## config.mk

```make
export PLATFORM = sky130hd
export DESIGN_NAME = ddram_copy_engine
export DESIGN_NICKNAME = d
export VERILOG_FILES = /design/src/rtl/ddram_pkg.sv /design/src/rtl/ddram_copy_buf.sv /design/src/rtl/ddram_copy_engine.sv
export SDC_FILE = /design/constraint.sdc
export NUM_CORES = 1
export LEC_CHECK = 0
export ABC_CLOCK_PERIOD_IN_PS = 8610
export BUFFER_PORTS_ARGS = -buffer_cell sky130_fd_sc_hd__buf_4
export CAP_MARGIN = 20
export CELL_PAD_IN_SITES_DETAIL_PLACEMENT = 1
export CELL_PAD_IN_SITES_GLOBAL_PLACEMENT = 2
export CORE_AREA = 2 2 232 280
export DETAILED_ROUTE_END_ITERATION = 7
export DIE_AREA = 0 0 234 282
export PLACE_DENSITY_LB_ADDON = 0.1
export SYNTH_ARGS = -nofsm -noshare
export SYNTH_HDL_FRONTEND = slang
export SYNTH_SLANG_ARGS = --single-unit
```

## constraint.sdc

```tcl
create_clock -name clk -period 8.61 [get_ports clk]
set_input_delay 0.4305 -clock clk [delete_from_list [all_inputs] [get_ports clk]]
set_output_delay 0.4305 -clock clk [all_outputs]
set_load 0.005 [all_outputs]
```

## src/rtl/ddram_pkg.sv

```systemverilog
// ddram_pkg: shared DDR3 port widths and copy-engine state encoding
package ddram_pkg;
   localparam int DDR_ADDR_W = 29;
   localparam int DDR_DATA_W = 64;
   localparam int DDR_BE_W = 8;
   typedef enum logic [2:0] {CE_IDLE, CE_RD_REQ, CE_RD_DATA, CE_WR_REQ, CE_FIN} copy_state_e;
endpackage

```

## src/rtl/ddram_copy_buf.sv

```systemverilog
// ddram_copy_buf: chunk buffer, registered write port and combinational read port
module ddram_copy_buf
   import ddram_pkg::*;
#(
   parameter int DEPTH = 8,
   parameter int AW = $clog2(DEPTH)
) (
   input  logic                  clk,
   input  logic                  we,
   input  logic [AW-1:0]         waddr,
   input  logic [DDR_DATA_W-1:0] wdata,
   input  logic [AW-1:0]         raddr,
   output logic [DDR_DATA_W-1:0] rdata
);
   logic [DDR_DATA_W-1:0] mem [DEPTH];
   always_ff @(posedge clk)
      if (we) mem[waddr] <= wdata;
   assign rdata = mem[raddr];
endmodule

```

## src/rtl/ddram_copy_engine.sv

```systemverilog
// ddram_copy_engine: DDR3 block copy, burst-read chunks into a buffer then single-word writes
module ddram_copy_engine
   import ddram_pkg::*;
#(
   parameter int MAX_BURST = 8,
   parameter int LEN_W = 16
) (
   input  logic                  clk,
   input  logic                  reset_n,
   input  logic                  start,
   input  logic [DDR_ADDR_W-1:0] src_addr,
   input  logic [DDR_ADDR_W-1:0] dst_addr,
   input  logic [LEN_W-1:0]      len,
   input  logic                  abort,
   output logic                  busy,
   output logic                  done,
   output logic                  aborted,
   output logic [LEN_W-1:0]      words_done,
   output logic [DDR_ADDR_W-1:0] rd_addr,
   output logic [7:0]            rd_burstcnt,
   output logic                  rd_req,
   input  logic                  rd_ack,
   input  logic [DDR_DATA_W-1:0] rd_data,
   input  logic                  rd_data_valid,
   output logic [DDR_ADDR_W-1:0] wr_addr,
   output logic [7:0]            wr_burstcnt,
   output logic [DDR_DATA_W-1:0] wr_data,
   output logic [DDR_BE_W-1:0]   wr_be,
   output logic                  wr_req,
   input  logic                  wr_ack,
   input  logic                  wr_busy
);
   localparam int IW = $clog2(MAX_BURST);
   copy_state_e state, state_nx;
   logic [DDR_ADDR_W-1:0] src, dst;
   logic [LEN_W-1:0] rem, n;
   logic [IW-1:0] idx;
   logic [DDR_DATA_W-1:0] buf_q;
   logic wr_act, last_at, rd_beat, last_beat, wr_hs, last_wr, job_end, abort_exit;

   assign n = (rem < LEN_W'(MAX_BURST)) ? rem : LEN_W'(MAX_BURST);
   assign last_at = LEN_W'(idx) == n - LEN_W'(1);
   // a beat riding on the rd_ack cycle is beat 0
   assign rd_beat = rd_data_valid & (((state == CE_RD_REQ) & rd_ack) | (state == CE_RD_DATA));
   assign last_beat = rd_beat & last_at;
   assign wr_hs = wr_req & wr_ack;
   assign last_wr = wr_hs & last_at;
   assign job_end = last_wr & (rem == n);
   assign abort_exit = abort & (((state == CE_IDLE) & start & (len != '0)) |
                                ((state == CE_WR_REQ) & (~wr_act | (last_wr & ~job_end))));

   ddram_copy_buf #(.DEPTH(MAX_BURST)) u_buf (
      .clk  (clk),
      .we   (rd_beat),
      .waddr(idx),
      .wdata(rd_data),
      .raddr(idx),
      .rdata(buf_q)
   );

   always_ff @(posedge clk or negedge reset_n)
      if (!reset_n) state <= CE_IDLE;
      else state <= state_nx;

   always_comb begin
      state_nx = state;
      case (state)
         CE_IDLE:    state_nx = !start ? CE_IDLE : (len == '0 || abort) ? CE_FIN : CE_RD_REQ;
         CE_RD_REQ:  state_nx = last_beat ? CE_WR_REQ : rd_ack ? CE_RD_DATA : CE_RD_REQ;
         CE_RD_DATA: state_nx = last_beat ? CE_WR_REQ : CE_RD_DATA;
         CE_WR_REQ:  state_nx = (job_end || abort_exit) ? CE_FIN : last_wr ? CE_RD_REQ : CE_WR_REQ;
         default:    state_nx = CE_IDLE;
      endcase
   end

   // a fresh write only launches while the arbiter is free; a held one ignores wr_busy
   always_comb begin
      busy = state inside {CE_RD_REQ, CE_RD_DATA, CE_WR_REQ};
      done = state == CE_FIN;
      rd_req = state == CE_RD_REQ;
      rd_addr = src;
      rd_burstcnt = rd_req ? 8'(n) : '0;
      wr_req = (state == CE_WR_REQ) & (wr_act | (~wr_busy & ~abort));
      wr_addr = dst + DDR_ADDR_W'(idx);
      wr_data = (state == CE_WR_REQ) ? buf_q : '0;
      wr_be = (state == CE_WR_REQ) ? '1 : '0;
      wr_burstcnt = (state == CE_WR_REQ) ? 8'd1 : '0;
   end

   always_ff @(posedge clk or negedge reset_n) begin
      if (!reset_n) begin
         src <= '0;
         dst <= '0;
         rem <= '0;
         idx <= '0;
         wr_act <= 1'b0;
         aborted <= 1'b0;
         words_done <= '0;
      end else begin
         wr_act <= wr_req & ~wr_ack;
         if (state == CE_IDLE && start) begin
            src <= src_addr;
            dst <= dst_addr;
            rem <= len;
            idx <= '0;
            words_done <= '0;
            aborted <= abort_exit;
         end else if (abort_exit) aborted <= 1'b1;
         if (rd_beat) idx <= last_beat ? '0 : idx + IW'(1);
         if (wr_hs) begin
            words_done <= words_done + LEN_W'(1);
            idx <= last_wr ? '0 : idx + IW'(1);
         end
         if (last_wr) begin
            src <= src + DDR_ADDR_W'(n);
            dst <= dst + DDR_ADDR_W'(n);
            rem <= rem - n;
         end
      end
   end
endmodule

```

==> qor.txt, run 1 <==
Critical-path cell with the highest stage delay: sky130_fd_sc_hd__or4_1
Post-detailed-routing wire length: 78,400 microns
Area of the mapped netlist: 25,700 sq um
Core Util, Final: 0.501
First-pass iteration count of the detailed router: 5
Peak supply drop: 0.176 mV
Number of antenna violations at the first check in global routing: 7
Die area: 66,000 sq um
Most used flip-flop cell after synthesis: sky130_fd_sc_hd__edfxtp_1
Hold Vio Cnt, Final: 0
Share of the cycle needed by the critical path after routing: 0.583
EDFF count, synth: 512
Worst-path clk slew: 0.06 ns
Pwr Density: 285 nW/um^2
Number of global-route vias before repair: 18,682
Drt initial violations: 1,212
Parity-gate share of the synthesized area counting xor and xnor cells: 0.0191
Maximum number of pins on one net before global-route repair: 66
Max H-tree Level: 2
Final cell count without fillers: 3,078
Starting utilization of the core area: 0.407
Number of warnings issued by yosys: 0
Arrival @ worst endpoint: 5.50 ns
Routed length per instance: 25.5 microns
Number of placement rows: 101
Cell at the root of the clock tree: sky130_fd_sc_hd__clkbuf_16
Placed insts: 2,903
Via count: 17,712
Global routing usage summed across all routing layers: 0.235
Critical Path Source Type: register
Largest driver fanout on the critical path: 51
Result of the run: completed
Total number of nets in the final design: 2,389
Setup TNS: 0 ns
Number of instances in the synthesized netlist: 1,834
Data required, critical path: 9.09 ns
Die X-Extent: 234 microns
Max-cap check violation count: 0
Fraction of registers with async set or reset after synthesis: 0.161
Die extent in y: 282 microns
Worst Setup End Kind: register
Clk sink count: 610
Number of design rule violations left after detail routing: 0
Flop and latch count out of synthesis: 610
Skew final: 0.0243 ns
Post-route total power: 9.00 mW
# IOs: 313
Clock insertion delay at the later pin of the skew report: 0.63 ns
Fraction of synthesized area in multiplexers: 0.00390
RD Place Congestion: 0.809
Area overhead of the layout relative to synthesis: 23.0%
Type of the worst setup path: register to register
Crit-path leading delay family: simple AND/OR/NAND/NOR gates
Post-synthesis area per instance: 14.0 sq um
Static Leak: 11.3 nW
Max frequency: 199 MHz
TritonCTS clock tree: built
Minimum clock period after layout: 5.02 ns
Number of CTS-inserted buffers: 61
Area inside the core boundary: 63,100 sq um
Clock Path Buffers: 3
Count of cell types in the netlist: 73
Critical path buffers and inverters: 1
Average via count per standard cell: 5.75
Post-Synth Adder-Cell Area: 0.0213
Post-detail-place hpwl: 46,300 microns
Layout cells sized above 1: 0.205
Unrepaired setup endpoints after global routing: no
Class of the tightest hold or removal check: primary input to register
Count of final setup violators: 0
Share of the synthesized area in compound gates (AO/OA/AOI/OAI): 0.160
Sequential-to-total area share from yosys stat: 0.694
Global-route wire length before repair: 117,000 microns
Setup slack after layout: 3.59 ns
Highest-count cells in the layout ignoring fill and taps: 512 x sky130_fd_sc_hd__edfxtp_1, 333 x sky130_fd_sc_hd__buf_4, 133 x sky130_fd_sc_hd__nand2_1, 132 x sky130_fd_sc_hd__a22oi_1, 98 x sky130_fd_sc_hd__dfrtp_1
Most frequent standard cell in the layout excluding fill and tap cells: sky130_fd_sc_hd__edfxtp_1
IO Port Bufs: 301
Dominant combinational cell family by area after synthesis: compound AO/OA/AOI/OAI gates
Remaining global-route overflow: 0
Synthesized-area fraction occupied by and/or/nand/nor cells: 0.0766
Worst-margin pin slew: 1.10 ns
Largest stage delay on the critical path: 0.68 ns
Setup Slack @ Placement: 3.47 ns
Gates resized, CTS repair: 0
Post-DRT Antenna Nets: 0
Number of inserted filler cells in the final layout: 6,347
Slew Limit Headroom: 0.268
Cells along the critical path: or4_1, nor4b_4, nand2_1, ha_1, xor2_1, o21ai_0, or4_4, a21oi_4, buf_4, nand3_1, nor4_1, o211ai_1
Final Slew Violations: 0
## state kept, by name, summed over array words and instances, names as in the netlist
signal / cells
aborted: 1
rem: 16
rd_addr: 29
state: 3
wr_act: 1
u_buf.mem: 512
idx: 3
words_done: 16
dst: 29
## where the power goes
group          internal [mW]  leakage, nW  total, mW  switching [mW]
Sequential              3.51         5.82       3.82           0.311
Combinational           1.03         4.53       2.44            1.41
Clock                   1.59        0.992       2.74            1.15
Total                   6.13         11.3       9.00            2.87
## timing repair
action                                  CTS  global route
hold endpoints to repair                421             0
endpoints found under the setup margin    0             0
setup buffers                             0             0
hold buffers                             58             0
## final cells by class
cell class / instances / area (sq um) / area share
antenna: 2 / 5.00 / 0.000158
clock buffer: 74 / 1600 / 0.0505
clock inverter: 40 / 467 / 0.0148
inverter: 26 / 100 / 0.00317
multi-input combinational: 1110 / 7470 / 0.236
sequential: 610 / 17800 / 0.564
tap: 824 / 1030 / 0.0326
timing repair buffer: 392 / 3110 / 0.0983
## stage by stage
step           hold WS, ns  area [sq um]
5_1_grt            0.00758         31600
3_3_place_gp         0.442         28900
4_1_cts           0.000350         31600
3_5_place_dp         0.445         28900
6_report            0.0283         31600
2_1_floorplan        0.135         25800
## kinds of logic after synthesis
| kind of cell | count (synthesis) |
|---|---|
| adder cells (fa/ha/maj) | 42 |
| buffers and inverters | 148 |
| other | 2 |
| multiplexers | 10 |
| AO/OA/AOI/OAI | 566 |
| AND/OR/NAND/NOR | 400 |
| flip-flops | 610 |
| XOR/XNOR | 56 |
## Yosys cell counts (all sizes together), types with 26 or more instances
cell    number  area [sq um]
edfxtp     512         15400
nand2      133           499
a22oi      132           991
dfrtp       98          2450
clkbuf      83           312
nor2        78           293
a31oi       73           457
a21oi       66           334
a22o        66           578
a221oi      64           561
o21ai       45           225
nand3       41           205
buf         39           238
ha          39           488
xnor2       32           280
and3        31           194
inv         26           100
## routing by layer
layer / vias to the layer above / global-route usage / part of all wire
li1: 8009 / - / -
met1: 9112 / 0.303 / 0.42
met2: 456 / 0.402 / 0.50
met3: 125 / 0.0419 / 0.051
met4: 10 / 0.0703 / 0.026
met5: - / 0 / 0.00059
## final timing paths
path,startpoint,to,cells after the start,slack (ns)
setup / recovery,rem[10]$_DFFE_PN0P_,rd_addr[23]$_DFFE_PN0P_,12,3.59
min in group asynchronous,reset_n,rd_addr[14]$_DFFE_PN0P_,2,0.34
hold / removal,rd_data[49],u_buf.mem[3][49]$_DFFE_PP_,1,0.03
max in group asynchronous,reset_n,wr_act$_DFF_PN0_,3,6.95
setup reg to reg,rem[10]$_DFFE_PN0P_,rd_addr[23]$_DFFE_PN0P_,12,3.59
hold reg to reg,aborted$_DFFE_PN0P_,aborted$_DFFE_PN0P_,2,0.49
(Power assumes the default switching activity.)
==> run 2, diff against run 1 <==
- ABC_CLOCK_PERIOD_IN_PS: 8610 -> 4200
- CORE_AREA: 2 2 232 280 -> 2 2 244 294
- DIE_AREA: 0 0 234 282 -> 0 0 246 296
- clock period: 8.61 -> 4.2 ns (I/O delays scaled with it)
==> run 2 against run 1 <==
Effect of this change: total power increased by 110%; global-route usage shrank 1.3 points; first-iteration DRC count down 33%; design area increased by 5.3%; clock-buffer cell count up 9; combinational power increased by 120%; clock skew fell by 0.0089 ns; final cell count is 7.3% higher; hold slack better by 0.024 ns; critical endpoint is now dst[26]$_DFFE_PN0P_; largest power group unchanged.
==> qor.txt, run 2 (same netlist as run 1, synthesis figures left out) <==
Result of the run: completed
Via count: 18,187 (+2.7%)
Critical path buffers and inverters: 2 (+1)
Global-route wire length before repair: 121,000 microns (+3.6%)
Die X-Extent: 246 microns (+5.1%)
Largest stage delay on the critical path: 0.58 ns (-0.10 ns)
Area of the multi-input gates: 7560 sq um (+1.3%)
Share of the cycle needed by the critical path after routing: 0.959 (+0.377)
Post-DRT Antenna Nets: 0 (unchanged)
Peak supply drop: 0.338 mV (+92%)
Type of the worst setup path: register to register
Unrepaired setup endpoints after global routing: no
Slew Limit Headroom: 0.318 (+0.0496)
Crit. path cell count: 13 (+1)
IO Port Bufs: 301 (unchanged)
Post-route total power: 19.2 mW (+110%)
Worst-path clk slew: 0.06 ns (about the same)
Worst Setup End Kind: register
Remaining global-route overflow: 0 (unchanged)
Number of placement rows: 107 (+5.9%)
Max-cap check violation count: 0 (unchanged)
Average via count per standard cell: 5.51 (-4.3%)
Maximum number of pins on one net before global-route repair: 66 (unchanged)
Drt initial violations: 810 (-33%)
Die area: 72,800 sq um (+10%)
Skew final: 0.0154 ns (-0.00890 ns)
Sequential cell area: 17,800 sq um (unchanged)
Flip-flop count of the largest register after layout: 512 (unchanged)
Number of global-route vias before repair: 19,326 (+3.4%)
Placed insts: 3,044 (+4.9%)
Clock Path Buffers: 3 (unchanged)
Count of final setup violators: 0 (unchanged)
Setup slack of the worst register-to-register path: 0.17 ns (-3.42 ns)
Total number of nets in the final design: 2,517 (+5.4%)
Post-detailed-routing wire length: 81,500 microns (+4.0%)
Cell at the root of the clock tree: sky130_fd_sc_hd__clkbuf_16
Number of CTS-inserted buffers: 68 (+11%)
Final cell count without fillers: 3,303 (+7.3%)
Number of design rule violations left after detail routing: 0 (unchanged)
Max H-tree Level: 3 (+1)
RD Place Congestion: 0.844 (+4.3%)
Logic depth of the worst register-to-register path: 13 (+1)
# IOs: 313 (unchanged)
Crit-path leading delay family: simple AND/OR/NAND/NOR gates
Arrival @ worst endpoint: 4.54 ns (-0.96 ns)
Cells along the critical path: or4_4, nor4b_4, buf_6, nand2_1, buf_4, fa_1, nor2b_2, o31a_1, o211ai_1, a21o_1, a31o_2, or4b_1, a211oi_2
Max frequency: 248 MHz (+25%)
Minimum clock period after layout: 4.03 ns (-0.988 ns)
Worst reg2reg startpoint: rem[7]$_DFFE_PN0P_
TritonCTS clock tree: built
Critical-path cell with the highest stage delay: sky130_fd_sc_hd__or4_4
Clock insertion delay at the later pin of the skew report: 0.60 ns (-0.03 ns)
First-pass iteration count of the detailed router: 4 (-1)
Data required, critical path: 4.71 ns (-4.38 ns)
Post-detail-place hpwl: 48,200 microns (+4.1%)
Clk sink count: 610 (unchanged)
Area overhead of the layout relative to synthesis: 29.5%
Critical Path Source Type: register
Most frequent standard cell in the layout excluding fill and tap cells: sky130_fd_sc_hd__edfxtp_1
Static Leak: 12.0 nW (+6.1%)
Destination of the critical timing path: dst[26]$_DFFE_PN0P_
Number of antenna violations at the first check in global routing: 4 (-3)
Final Slew Violations: 0 (unchanged)
Hold Vio Cnt, Final: 0 (unchanged)
Class of the tightest hold or removal check: primary input to register
Die extent in y: 296 microns (+5.0%)
Launch point of the worst path: rem[7]$_DFFE_PN0P_
Register with the most flip-flops: u_buf.mem
Starting utilization of the core area: 0.366 (-0.0419)
Area inside the core boundary: 70,300 sq um (+11%)
Routed length per instance: 24.7 microns (-3.1%)
Highest-count cells in the layout ignoring fill and taps: 512 x sky130_fd_sc_hd__edfxtp_1, 361 x sky130_fd_sc_hd__buf_4, 138 x sky130_fd_sc_hd__dlygate4sd3_1, 132 x sky130_fd_sc_hd__nand2_1, 132 x sky130_fd_sc_hd__a22oi_1
Number of inserted filler cells in the final layout: 7,064 (+11%)
Worst-margin pin slew: 1.02 ns (-0.0773 ns)
Pwr Density: 578 nW/um^2 (+100%)
Global routing usage summed across all routing layers: 0.222 (-0.0131)
RR Endpoint: dst[26]$_DFFE_PN0P_
Largest driver fanout on the critical path: 8 (-84%)
Layout cells sized above 1: 0.221 (+0.0163)
## run 2: final cells by class
| type | instances | area share |
|---|---|---|
| antenna | 2 | 0.000150 |
| clock buffer | 83 | 0.0547 |
| clock inverter | 33 | 0.0129 |
| inverter | 26 | 0.00301 |
| multi-input combinational | 1110 | 0.227 |
| sequential | 610 | 0.536 |
| tap | 926 | 0.0348 |
| timing repair buffer | 513 | 0.131 |
## run 2: metal layers
layer  routed length, microns  vias to the layer above  track usage
met5                       27                        -            0
met4                     1450                        4       0.0562
met3                     4010                       93       0.0408
met2                    41500                      443        0.390
met1                    34500                     9384        0.281
li1                         -                     8263            -
## run 2: worst min-delay path by stage
stage	start	to	slack (ns)	cells after the start
after CTS	src_addr[22]	rd_addr[22]$_DFFE_PN0P_	0.002	4
after global routing	src_addr[22]	rd_addr[22]$_DFFE_PN0P_	0.04	4
after global placement	reset_n	rd_addr[12]$_DFFE_PN0P_	0.35	1
final	src_addr[22]	rd_addr[22]$_DFFE_PN0P_	0.05	4
after detailed placement	reset_n	rd_addr[12]$_DFFE_PN0P_	0.35	1
after floorplan	reset_n	aborted$_DFFE_PN0P_	-0.09	0
## run 2: power breakdown
part / total (mW) / leakage (nW) / switching [mW] / internal (mW)
registers: 7.78 / 5.82 / 0.584 / 7.20
clock network: 6.06 / 1.09 / 2.41 / 3.65
logic: 5.38 / 5.12 / 3.05 / 2.33
## run 2: through the flow
step	area [sq um]	hold WS, ns	setup TNS [ns]	setup slack, ns	utilization
floorplan	25800	-0.0856	-527.13	-1.75	-
global placement	29500	0.347	0	0.0571	0.420
detailed placement	29500	0.349	-0.0831	-0.0466	0.420
CTS	33200	0.00170	-0.0113	-0.0113	0.472
global route	33300	0.0383	0	0.000454	0.473
finish	33300	0.0527	0	0.171	0.473
## run 2: what timing repair did
action / CTS / global route
endpoints found under the setup margin: 6 / 29
hold buffers: 138 / 0
endpoints found under the hold margin: 638 / 0
setup buffers: 0 / 3
gates resized for setup: 5 / 20
pin swaps: 2 / 5
## run 2: worst register-to-register path: cells and delay by family (launching register included)
| kind | cells | cell delay [ns] |
|---|---|---|
| adder cells (fa/ha/maj) | 1 | 0.42 |
| buffers and inverters | 2 | 0.37 |
| AO/OA/AOI/OAI | 5 | 1.02 |
| AND/OR/NAND/NOR | 5 | 1.75 |
| flip-flops | 1 | 0.39 |
==> run 3, diff against run 2 <==
- PLACE_DENSITY: unset -> 0.81
- PLACE_DENSITY_LB_ADDON: 0.1 -> unset
==> run 3 against run 2 <==
Effect of this change: hold slack gained 0.0072 ns; non-clock buffer count is 2 higher; sequential share of layout area up 0.050 points; worst setup slack worse by 0.0089 ns; clock power is essentially flat; clock skew rose by 0.017 ns; combinational power barely moved; sequential power grew 0.5%; via count is 1.7% higher; first-iteration DRC count increased by 33%; maximum frequency fell by 0.22%; critical path type unchanged; critical endpoint is now dst[23]$_DFFE_PN0P_; highest routed layer unchanged.
==> qor.txt, run 3 (same netlist as run 1, synthesis figures left out) <==
Number of global-route vias before repair: 19,897 (+3.0%)
# IOs: 313 (unchanged)
Routed length per instance: 25.1 microns (+1.8%)
Critical-path cell with the highest stage delay: sky130_fd_sc_hd__or4_4
Number of design rule violations left after detail routing: 0 (unchanged)
Number of placement rows: 107 (unchanged)
Setup slack of the worst register-to-register path: 0.16 ns (about the same)
Global-route wire length before repair: 123,000 microns (+1.8%)
Worst-margin pin slew: 1.03 ns (+0.0112 ns)
Max H-tree Level: 3 (unchanged)
Worst min-delay path endpoint: dst[2]$_DFFE_PN0P_
Data required, critical path: 4.73 ns (+0.02 ns)
Type of the worst setup path: register to register
Area overhead of the layout relative to synthesis: 29.4% (about the same)
Peak supply drop: 0.403 mV (+19%)
Starting utilization of the core area: 0.366 (unchanged)
Post-route total power: 19.3 mW (+0.34%)
Die extent in y: 296 microns (unchanged)
Most frequent standard cell in the layout excluding fill and tap cells: sky130_fd_sc_hd__edfxtp_1
Die X-Extent: 246 microns (unchanged)
Register with the most flip-flops: u_buf.mem
Number of antenna violations at the first check in global routing: 4 (unchanged)
Logic depth of the worst register-to-register path: 14 (+1)
Average via count per standard cell: 5.60 (+1.7%)
Global routing usage summed across all routing layers: 0.223 (+0.00159)
Number of CTS-inserted buffers: 66 (-2.9%)
Max frequency: 248 MHz (-0.22%)
Drt initial violations: 1,075 (+33%)
Result of the run: completed
Remaining global-route overflow: 0 (unchanged)
Final Slew Violations: 0 (unchanged)
RD Place Congestion: 0.862 (+2.1%)
Minimum clock period after layout: 4.04 ns (+0.00887 ns)
Pwr Density: 580 nW/um^2 (+0.43%)
Fin Hold WS: 0.0599 ns (+0.00719 ns)
Static Leak: 12.0 nW (-0.20%)
Largest stage delay on the critical path: 0.56 ns (-0.02 ns)
Cell at the root of the clock tree: sky130_fd_sc_hd__clkbuf_16
Core Util, Final: 0.473 (about the same)
Total number of nets in the final design: 2,517 (unchanged)
Post-detail-place hpwl: 49,700 microns (+3.1%)
Worst-path clk slew: 0.06 ns (about the same)
Worst reg2reg startpoint: rem[10]$_DFFE_PN0P_
Arrival @ worst endpoint: 4.57 ns (+0.03 ns)
Clock Path Buffers: 3 (unchanged)
Layout cells sized above 1: 0.223 (+0.00108)
Worst Setup End Kind: register
Class of the tightest hold or removal check: primary input to register
RR Endpoint: dst[23]$_DFFE_PN0P_
Post-detailed-routing wire length: 83,000 microns (+1.8%)
Count of final setup violators: 0 (unchanged)
Critical Path Source Type: register
Max-cap check violation count: 0 (unchanged)
Via count: 18,495 (+1.7%)
Maximum number of pins on one net before global-route repair: 66 (unchanged)
Cells along the critical path: or4_4, nor4b_4, buf_4, buf_4, buf_4, and2_1, ha_1, o21a_1, a211o_1, a21oi_1, a211oi_2, o2111ai_1, o22ai_1, nor2_1
Die area: 72,800 sq um (unchanged)
First-pass iteration count of the detailed router: 5 (+1)
Area inside the core boundary: 70,300 sq um (unchanged)
IO Port Bufs: 301 (unchanged)
Worst hold start: dst_addr[2]
Post-DRT Antenna Nets: 0 (unchanged)
Most used cell along the critical path: sky130_fd_sc_hd__buf_4
Slew Limit Headroom: 0.310 (-0.00750)
Clk sink count: 610 (unchanged)
Flip-flop count of the largest register after layout: 512 (unchanged)
Highest-count cells in the layout ignoring fill and taps: 512 x sky130_fd_sc_hd__edfxtp_1, 364 x sky130_fd_sc_hd__buf_4, 139 x sky130_fd_sc_hd__dlygate4sd3_1, 133 x sky130_fd_sc_hd__nand2_1, 132 x sky130_fd_sc_hd__a22oi_1
Hold Vio Cnt, Final: 0 (unchanged)
Share of the cycle needed by the critical path after routing: 0.961 (+0.00211)
Largest driver fanout on the critical path: 5 (-3)
WHS Path Cells: 4 (unchanged)
Skew final: 0.0327 ns (+0.0174 ns)
Clock insertion delay at the later pin of the skew report: 0.61 ns (about the same)
TritonCTS clock tree: built
## run 3: worst max path at each step
stage,start,end,cells after the start
5_1_grt,rem[10]$_DFFE_PN0P_,rem[11]$_DFFE_PN0P_,14
4_1_cts,idx[1]$_DFFE_PN0P_,wr_addr[24],10
2_1_floorplan,state[1]$_DFF_PN0_,u_buf.mem[3][0]$_DFFE_PP_,5
6_report,rem[10]$_DFFE_PN0P_,dst[23]$_DFFE_PN0P_,14
3_3_place_gp,rem[7]$_DFFE_PN0P_,dst[26]$_DFFE_PN0P_,12
3_5_place_dp,rem[11]$_DFFE_PN0P_,rd_addr[18]$_DFFE_PN0P_,14
## run 3: repair_timing
item,in CTS,in global routing
hold buffers,139,0
pin swaps,1,6
endpoints found under the setup margin,5,31
resized for setup,1,19
buffers inserted,2,6
endpoints found under the hold margin,633,0
## run 3: worst max-delay path, delay by kind of cell, from the launching register on
| kind | cells | cell delay, ns |
|---|---|---|
| flip-flops | 1 | 0.38 |
| adder cells (fa/ha/maj) | 1 | 0.33 |
| AND/OR/NAND/NOR | 4 | 1.20 |
| AO/OA/AOI/OAI | 6 | 1.62 |
| buffers and inverters | 3 | 0.42 |
## run 3: layer usage
| metal | up-vias | wire, microns | share of wire | GRT usage |
|---|---|---|---|---|
| li1 | 8271 | - | - | - |
| met1 | 9458 | 32600 | 0.39 | 0.268 |
| met2 | 627 | 43100 | 0.52 | 0.401 |
| met3 | 133 | 5180 | 0.062 | 0.0421 |
| met4 | 6 | 2070 | 0.025 | 0.0739 |
| met5 | - | 38 | 0.00046 | 0 |
## run 3: stage by stage
stage	TNS, ns	std cells	cell area [sq um]	setup slack, ns
floorplan	-527.13	1868	25800	-1.75
finish	0	3304	33200	0.162
global route	-0.0309	3304	33200	-0.0257
CTS	0	3297	33100	0.00628
detailed placement	-0.183	3040	29500	-0.0524
global placement	0	3040	29500	0.137
## run 3: area by class of cell
class                           instances  area [sq um]
Antenna cell                            1          2.50
Clock buffer                           79          1760
Clock inverter                         37           495
Fill cell                            7049         37000
Inverter                               26           100
Multi-Input combinational cell       1110          7520
Sequential cell                       610         17800
Tap cell                              926          1160
Timing Repair Buffer                  515          4360
## run 3: power breakdown
group          total [mW]  leakage, nW  switching [mW]  internal (mW)
clock network        6.06         1.07            2.51           3.54
logic                5.40         5.11            3.07           2.33
registers            7.82         5.81           0.631           7.19
